==> src/rtl/traffic_monitor_pkg.sv <==
// Shared definitions for the traffic light monitor: light codes, error codes,
// FSM state type and a one-hot helper.
package traffic_monitor_pkg;

   // Car light codes (one-hot)
   localparam logic [3:0] CAR_GREEN  = 4'b0001;
   localparam logic [3:0] CAR_LEFT   = 4'b0010;
   localparam logic [3:0] CAR_YELLOW = 4'b0100;
   localparam logic [3:0] CAR_RED    = 4'b1000;

   // Walker light codes
   localparam logic [1:0] WALK_OFF   = 2'b00;
   localparam logic [1:0] WALK_GREEN = 2'b01;
   localparam logic [1:0] WALK_RED   = 2'b10;
   localparam logic [1:0] WALK_BAD   = 2'b11;

   // Error codes reported on o_err_code
   localparam logic [2:0] ERR_NONE      = 3'd0;
   localparam logic [2:0] ERR_BAD_CAR   = 3'd1;
   localparam logic [2:0] ERR_BAD_TRANS = 3'd2;
   localparam logic [2:0] ERR_CONFLICT  = 3'd3;
   localparam logic [2:0] ERR_STUCK     = 3'd4;
   localparam logic [2:0] ERR_BAD_WALK  = 3'd5;

   typedef enum logic {
      ST_IDLE  = 1'b0,
      ST_TRACK = 1'b1
   } mon_state_t;

   // True when exactly one bit of the car code is set
   function automatic logic is_onehot4(input logic [3:0] c);
      return (c != 4'd0) && ((c & (c - 4'd1)) == 4'd0);
   endfunction

endpackage

==> src/rtl/traffic_monitor_if.sv <==
// Sample/report bundle between the light sampler (master) and the monitor (slave).
interface traffic_monitor_if #(
   parameter int CNT_W = 7
);
   logic             i_en;
   logic [3:0]       i_car;
   logic [1:0]       i_walk;
   logic             o_phase_valid;
   logic [3:0]       o_phase_code;
   logic [CNT_W-1:0] o_phase_len;
   logic             o_err_valid;
   logic [2:0]       o_err_code;
   logic             o_err_sticky;
   logic [7:0]       o_cycles;

   modport master (
      output i_en, i_car, i_walk,
      input  o_phase_valid, o_phase_code, o_phase_len,
      input  o_err_valid, o_err_code, o_err_sticky, o_cycles
   );

   modport slave (
      input  i_en, i_car, i_walk,
      output o_phase_valid, o_phase_code, o_phase_len,
      output o_err_valid, o_err_code, o_err_sticky, o_cycles
   );
endinterface

==> src/rtl/traffic_seq_check.sv <==
// Combinational checks on a car code pair: is the new code one-hot, is it
// unchanged, and is the change one of the permitted light sequences.
module traffic_seq_check
   import traffic_monitor_pkg::*;
(
   input  logic [3:0] prev_code,
   input  logic [3:0] cur_code,
   output logic       cur_onehot,
   output logic       same_code,
   output logic       trans_legal
);

   // Legal sequence table; only meaningful when the code actually changes
   always_comb begin
      cur_onehot  = is_onehot4(cur_code);
      same_code   = (prev_code == cur_code);
      trans_legal = 1'b0;
      case ({prev_code, cur_code})
         {CAR_GREEN,  CAR_YELLOW}: trans_legal = 1'b1;
         {CAR_YELLOW, CAR_LEFT}:   trans_legal = 1'b1;
         {CAR_YELLOW, CAR_RED}:    trans_legal = 1'b1;
         {CAR_LEFT,   CAR_YELLOW}: trans_legal = 1'b1;
         {CAR_RED,    CAR_GREEN}:  trans_legal = 1'b1;
         default:                  trans_legal = 1'b0;
      endcase
   end

endmodule

==> src/rtl/traffic_monitor.sv <==
// Traffic light monitor: tracks car phases, reports each finished phase with
// its length, and flags illegal codes, sequences, walker conflicts and stuck
// phases. All outputs are registered one cycle after the offending sample.
module traffic_monitor
   import traffic_monitor_pkg::*;
#(
   parameter int MAX_HOLD = 40,
   parameter int CNT_W    = 7
) (
   input logic              clk,
   input logic              reset_n,
   traffic_monitor_if.slave bus
);

   localparam logic [CNT_W-1:0] CNT_MAX  = '1;
   localparam logic [CNT_W-1:0] CNT_ONE  = CNT_W'(1);
   localparam logic [31:0]      STUCK_AT = 32'(MAX_HOLD + 1);

   mon_state_t       state_q, state_d;
   logic [3:0]       prev_code_q, prev_code_d;
   logic [CNT_W-1:0] cnt_q, cnt_d;
   logic             stuck_done_q, stuck_done_d;
   logic             phase_valid_q, phase_valid_d;
   logic [3:0]       phase_code_q, phase_code_d;
   logic [CNT_W-1:0] phase_len_q, phase_len_d;
   logic             err_valid_q, err_valid_d;
   logic [2:0]       err_code_q, err_code_d;
   logic             err_sticky_q, err_sticky_d;
   logic [7:0]       cycles_q, cycles_d;

   logic             cur_onehot, same_code, trans_legal;
   logic [CNT_W-1:0] cnt_inc;
   logic             e_car, e_walk, e_trans, e_conf, e_stuck;

   traffic_seq_check u_seq_check (
      .prev_code   (prev_code_q),
      .cur_code    (bus.i_car),
      .cur_onehot  (cur_onehot),
      .same_code   (same_code),
      .trans_legal (trans_legal)
   );

   // Phase length counter saturates instead of wrapping
   assign cnt_inc = (cnt_q == CNT_MAX) ? cnt_q : cnt_q + 1'b1;

   // Next-state, phase tracking and error detection for one enabled sample
   always_comb begin
      state_d       = state_q;
      prev_code_d   = prev_code_q;
      cnt_d         = cnt_q;
      stuck_done_d  = stuck_done_q;
      phase_valid_d = 1'b0;
      phase_code_d  = phase_code_q;
      phase_len_d   = phase_len_q;
      err_valid_d   = 1'b0;
      err_code_d    = err_code_q;
      err_sticky_d  = err_sticky_q;
      cycles_d      = cycles_q;
      e_car         = 1'b0;
      e_walk        = 1'b0;
      e_trans       = 1'b0;
      e_conf        = 1'b0;
      e_stuck       = 1'b0;

      if (bus.i_en) begin
         e_walk = (bus.i_walk == WALK_BAD);
         e_conf = (bus.i_walk == WALK_GREEN) && (bus.i_car != CAR_RED);

         case (state_q)
            ST_IDLE: begin
               if (cur_onehot) begin
                  prev_code_d  = bus.i_car;
                  cnt_d        = CNT_ONE;
                  stuck_done_d = 1'b0;
                  state_d      = ST_TRACK;
               end else begin
                  e_car = 1'b1;
               end
            end
            ST_TRACK: begin
               if (!cur_onehot) begin
                  // Partial phase is abandoned; code and counter keep their values
                  e_car   = 1'b1;
                  state_d = ST_IDLE;
               end else if (same_code) begin
                  cnt_d = cnt_inc;
                  if ((32'(cnt_inc) == STUCK_AT) && !stuck_done_q) begin
                     e_stuck      = 1'b1;
                     stuck_done_d = 1'b1;
                  end
               end else begin
                  phase_valid_d = 1'b1;
                  phase_code_d  = prev_code_q;
                  phase_len_d   = cnt_q;
                  prev_code_d   = bus.i_car;
                  cnt_d         = CNT_ONE;
                  stuck_done_d  = 1'b0;
                  e_trans       = !trans_legal;
                  if ((prev_code_q == CAR_RED) && (bus.i_car == CAR_GREEN)) begin
                     cycles_d = cycles_q + 8'd1;
                  end
               end
            end
            default: state_d = ST_IDLE;
         endcase

         // One pulse per sample; code chosen by fixed priority
         if (e_car || e_walk || e_trans || e_conf || e_stuck) begin
            err_valid_d  = 1'b1;
            err_sticky_d = 1'b1;
            if (e_car)        err_code_d = ERR_BAD_CAR;
            else if (e_walk)  err_code_d = ERR_BAD_WALK;
            else if (e_trans) err_code_d = ERR_BAD_TRANS;
            else if (e_conf)  err_code_d = ERR_CONFLICT;
            else              err_code_d = ERR_STUCK;
         end
      end
   end

   // State and output registers with synchronous active-low reset
   always_ff @(posedge clk) begin
      if (!reset_n) begin
         state_q       <= ST_IDLE;
         prev_code_q   <= 4'd0;
         cnt_q         <= '0;
         stuck_done_q  <= 1'b0;
         phase_valid_q <= 1'b0;
         phase_code_q  <= 4'd0;
         phase_len_q   <= '0;
         err_valid_q   <= 1'b0;
         err_code_q    <= ERR_NONE;
         err_sticky_q  <= 1'b0;
         cycles_q      <= 8'd0;
      end else begin
         state_q       <= state_d;
         prev_code_q   <= prev_code_d;
         cnt_q         <= cnt_d;
         stuck_done_q  <= stuck_done_d;
         phase_valid_q <= phase_valid_d;
         phase_code_q  <= phase_code_d;
         phase_len_q   <= phase_len_d;
         err_valid_q   <= err_valid_d;
         err_code_q    <= err_code_d;
         err_sticky_q  <= err_sticky_d;
         cycles_q      <= cycles_d;
      end
   end

   assign bus.o_phase_valid = phase_valid_q;
   assign bus.o_phase_code  = phase_code_q;
   assign bus.o_phase_len   = phase_len_q;
   assign bus.o_err_valid   = err_valid_q;
   assign bus.o_err_code    = err_code_q;
   assign bus.o_err_sticky  = err_sticky_q;
   assign bus.o_cycles      = cycles_q;

endmodule

==> src/flat_wrapper.sv <==
// flat-port wrapper written by rule: the top's interface ports become plain ports
module traffic_monitor_flat import traffic_monitor_pkg::*;
#(
   parameter int MAX_HOLD = 40,
   parameter int CNT_W    = 7
)
  (clk, reset_n, bus_i_en, bus_i_car, bus_i_walk, bus_o_phase_valid, bus_o_phase_code, bus_o_phase_len, bus_o_err_valid, bus_o_err_code, bus_o_err_sticky, bus_o_cycles);
  traffic_monitor_if #(.CNT_W(CNT_W)) bus_i ();
  input logic clk;
  input logic reset_n;
  input wire logic [$bits(bus_i.i_en)-1:0] bus_i_en;
  input wire logic [$bits(bus_i.i_car)-1:0] bus_i_car;
  input wire logic [$bits(bus_i.i_walk)-1:0] bus_i_walk;
  output wire logic [$bits(bus_i.o_phase_valid)-1:0] bus_o_phase_valid;
  output wire logic [$bits(bus_i.o_phase_code)-1:0] bus_o_phase_code;
  output wire logic [$bits(bus_i.o_phase_len)-1:0] bus_o_phase_len;
  output wire logic [$bits(bus_i.o_err_valid)-1:0] bus_o_err_valid;
  output wire logic [$bits(bus_i.o_err_code)-1:0] bus_o_err_code;
  output wire logic [$bits(bus_i.o_err_sticky)-1:0] bus_o_err_sticky;
  output wire logic [$bits(bus_i.o_cycles)-1:0] bus_o_cycles;
  assign bus_i.i_en = bus_i_en;
  assign bus_i.i_car = bus_i_car;
  assign bus_i.i_walk = bus_i_walk;
  assign bus_o_phase_valid = bus_i.o_phase_valid;
  assign bus_o_phase_code = bus_i.o_phase_code;
  assign bus_o_phase_len = bus_i.o_phase_len;
  assign bus_o_err_valid = bus_i.o_err_valid;
  assign bus_o_err_code = bus_i.o_err_code;
  assign bus_o_err_sticky = bus_i.o_err_sticky;
  assign bus_o_cycles = bus_i.o_cycles;
  traffic_monitor #(.MAX_HOLD(MAX_HOLD), .CNT_W(CNT_W)) u_core (.clk(clk), .reset_n(reset_n), .bus(bus_i));
endmodule
==> config.mk <==
export PLATFORM = sky130hd
export DESIGN_NAME = traffic_monitor_flat
export DESIGN_NICKNAME = d
export VERILOG_FILES = /design/src/rtl/traffic_monitor_pkg.sv /design/src/rtl/traffic_monitor_if.sv /design/src/rtl/traffic_seq_check.sv /design/src/rtl/traffic_monitor.sv /design/src/flat_wrapper.sv
export SDC_FILE = /design/constraint.sdc
export NUM_CORES = 1
export LEC_CHECK = 0
export ABC_AREA = 1
export CAP_MARGIN = 20
export CORE_MARGIN = 5
export CORE_UTILIZATION = 52
export DETAILED_ROUTE_END_ITERATION = 8
export PLACE_DENSITY_LB_ADDON = 0.1
export RECOVER_POWER = 50
export SYNTH_ARGS = -nofsm -noshare
export SYNTH_HDL_FRONTEND = slang
export SYNTH_SLANG_ARGS = --single-unit
==> constraint.sdc <==
create_clock -name clk -period 2.3 [get_ports clk]
set_input_delay 0.23 -clock clk [delete_from_list [all_inputs] [get_ports clk]]
set_output_delay 0.23 -clock clk [all_outputs]
set_load 0.02 [all_outputs]
==> results.sh <==
export IMPL_status="finished, final reports clean"
export IMPL_crit_top_cell="nand2_1"
export IMPL_placementRows=22
export IMPL_cts_tree="built"
export IMPL_postCtsSetupBuffers=0
export IMPL_grt_pass1_vias=1756
export IMPL_cp_arrival_ns=2.20
export IMPL_p_int_mw=1.090
export IMPL_power_frac_comb_pct=12.6
export IMPL_clock_power_share_pct=40.1
export IMPL_dr_total_vias=1933
export IMPL_max_cap_violations=0
export IMPL_grt_pass1_wl_mm=8.038
export IMPL_yosysSeqAreaShare_pct=37.95
export IMPL_die_area_um2=5196
export IMPL_hpwl_mm=3.636
export IMPL_htree_levels=2
export IMPL_fin_crit_sh_pct=88.37
export IMPL_p_seq_share_pct=47.3
export IMPL_coreArea_um2=3689
export IMPL_cts_repair_resized=0
export IMPL_ant_nets=0
export IMPL_die_x_um=72.09
export IMPL_die_h_um=72.09
export IMPL_hold_viol_final=0
export IMPL_synth_avg_cell_area_um2=6.912
export IMPL_finalSetupViolations=0
export IMPL_drive_gt1_share_pct=12.46
export IMPL_end_kind="register"
export IMPL_via_per_inst=5.127
export IMPL_dr_pass1_iters=4
export IMPL_grt_max_degree=22
export IMPL_p_sw_share_pct=25.03
export IMPL_relSlewSlack_pct=64.35
export IMPL_track_usage_pct=19.47
export IMPL_clk_path_buf_depth=2
export IMPL_ys_seq_elements=38
export IMPL_final_nets=340
export IMPL_required_ns=2.47
export IMPL_max_freq_ghz=0.4920
export IMPL_synth_fp_nets=301
export IMPL_min_path_cells=2
export IMPL_grt_setup_unrepaired="no"
export IMPL_crit_type="in -> reg"
export IMPL_start_util_pct=54.34
export IMPL_clock_latency_ns=0.29
export IMPL_fin_skew_ns=0.005949
export IMPL_wire_per_inst_um=12.86
export IMPL_cts_buffers=5
export IMPL_portBuffers=33
export IMPL_path_cells="dlygate4sd3_1 -> inv_1 -> nand2_1 -> nand2_1 -> nor2_2 -> nand2_1 -> nand2_4 -> nor2_4 -> nand2_1 -> nor2_4 -> nand2_2 -> nor3_1 -> nor3_1"
export IMPL_tightest_slew_ns=0.5315
export IMPL_synth_area_um2=2004
export IMPL_hold_buffers=0
export IMPL_critPathMaxStageDelay_ns=0.61
export IMPL_ys_types=31
export IMPL_top_level_ports=34
export IMPL_grt_overflow=0
export IMPL_area_delta_synth_final_pct=25.03
export IMPL_r2r_cells=12
export IMPL_setup_tns_final_ns=0
export IMPL_clkSinkCount=38
export IMPL_period_minus_slack_ns=2.032
export IMPL_worstPathMaxFanout=6
export IMPL_synthesis_instances=290
export IMPL_utilization_pct=67.94
export IMPL_min_path_type="reg -> reg"
export IMPL_clockRootBuffer="clkbuf_8"
export IMPL_clk_pin_slew_ns=0.08
export IMPL_grt_antenna_before_repair=0
export IMPL_antenna_cells=0
export IMPL_power_switching_uw=363.9
export IMPL_p_leak_nw=1.106
export IMPL_drc_errors=0
export IMPL_ys_warnings_count=0
export IMPL_power_density_nw_per_um2=580.3
export IMPL_crit_slowest_cell="dlygate4sd3_1"
export IMPL_drt_iter0_markers=153
export IMPL_gp_congestion=0.8861
export IMPL_drv_slew=0
export IMPL_irDropWorstVdd_uv=392.1
export IMPL_wirelength_mm=4.849
export IMPL_critPathLaunchType="input pin"
## layout by cell type (no fill, tap or decap), types with 6 or more instances in the layout
cell type / synthesis / final
buf_4: 1 / 6
o21ai_0: 20 / 20
clkbuf_8: 0 / 6
nand2_1: 68 / 70
clkdlybuf4s50_1: 0 / 7
nor2_1: 25 / 26
a21oi_1: 28 / 28
nand3_1: 22 / 22
dlygate4sd3_1: 0 / 26
dfxtp_1: 38 / 38
nor3_1: 8 / 8
inv_1: 26 / 27
## stage by stage
stage	hold WS, ns	worst slack [ns]	instance area (um^2)	std cells	power [mW]
6_report	0.4726	0.2676	2506	377	1.454
5_1_grt	0.4967	0.06866	2506	377	1.513
4_1_cts	0.4781	0.3104	2519	377	1.470
3_5_place_dp	0.4429	0.2119	2406	370	0.8916
3_3_place_gp	0.4355	0.2529	2406	370	0.8906
2_1_floorplan	0.3683	0.6557	2004	290	0.8193
## critical path: cells and delay by family
family	cells	cell delay, ns
and+or+nand+nor	11	1.18
buffers and inverters	2	0.78
## Yosys cell counts, drive strengths merged
library cell	n	area, um^2
nand2	78	332.8
dfxtp	38	760.7
a21oi	32	175.2
inv	32	120.1
nor2	32	157.7
nand3	24	137.6
o21ai	21	105.1
nor3	9	50.05
buf	4	22.52
nand4	4	25.02
clkbuf	3	11.26
a31oi	2	12.51
ha	2	25.02
nor4	2	12.51
xor2	2	17.52
clkinv	1	3.750
nor3b	1	12.51
o21bai	1	7.510
or2	1	6.260
xnor2	1	8.760
## path summary, 6_finish.rpt
path | start | end | slack [ns]
worst min-delay path | u_core.bus.o_err_code[2]$_SDFFE_PN0P_ | u_core.bus.o_err_code[2]$_SDFFE_PN0P_ | 0.47
worst max register to register | u_core.cnt_q[1]$_SDFFE_PN0P_ | u_core.bus.o_err_code[2]$_SDFFE_PN0P_ | 0.30
worst max-delay path | bus_i_car[1] | u_core.bus.o_cycles[5]$_SDFFE_PN0P_ | 0.27
worst min register to register | u_core.bus.o_err_code[2]$_SDFFE_PN0P_ | u_core.bus.o_err_code[2]$_SDFFE_PN0P_ | 0.47
## sequential cells by signal, indices dropped and copies added, names as in the netlist
signal	flops
u_core.bus.o_cycles	8
u_core.bus.o_phase_len	7
u_core.prev_code_q	4
u_core.cnt_q	7
u_core.bus.o_err_valid	1
u_core.bus.o_err_code	3
u_core.stuck_done_q	1
u_core.bus.o_phase_valid	1
u_core.bus.o_phase_code	4
u_core.state_q	1
u_core.bus.o_err_sticky	1
## per-layer routing
metal,share of wire (%),GRT usage [%]
met1,47,24.98
met4,1.8,7.724
met5,0,0
met3,4.3,4.848
met2,47,31.24
## cell type report
class	instances	area, um^2
Clock buffer	6	82.58
Clock inverter	1	30.03
Fill cell	343	1182
Inverter	33	123.9
Multi-Input combinational cell	212	1074
Sequential cell	38	760.7
Tap cell	48	60.06
Timing Repair Buffer	39	375.4
## cells by family after synthesis
kind of cell    synth area share, %
compound gates                14.98
buf+inv                       7.865
simple gates                  36.64
flops                         37.95
xor+xnor                      1.311
fa+ha+maj                     1.248
## power groups by stage
| stage | sequential, mW | combinational (mW) | clock [mW] |
|---|---|---|---|
| 2_1_floorplan | 0.715 | 0.104 | 0 |
| 3_3_place_gp | 0.704 | 0.186 | 0 |
| 3_5_place_dp | 0.704 | 0.188 | 0 |
| 4_1_cts | 0.689 | 0.190 | 0.592 |
| 5_1_grt | 0.691 | 0.202 | 0.620 |
| 6_report | 0.688 | 0.183 | 0.583 |
(Power assumes the default switching activity.)
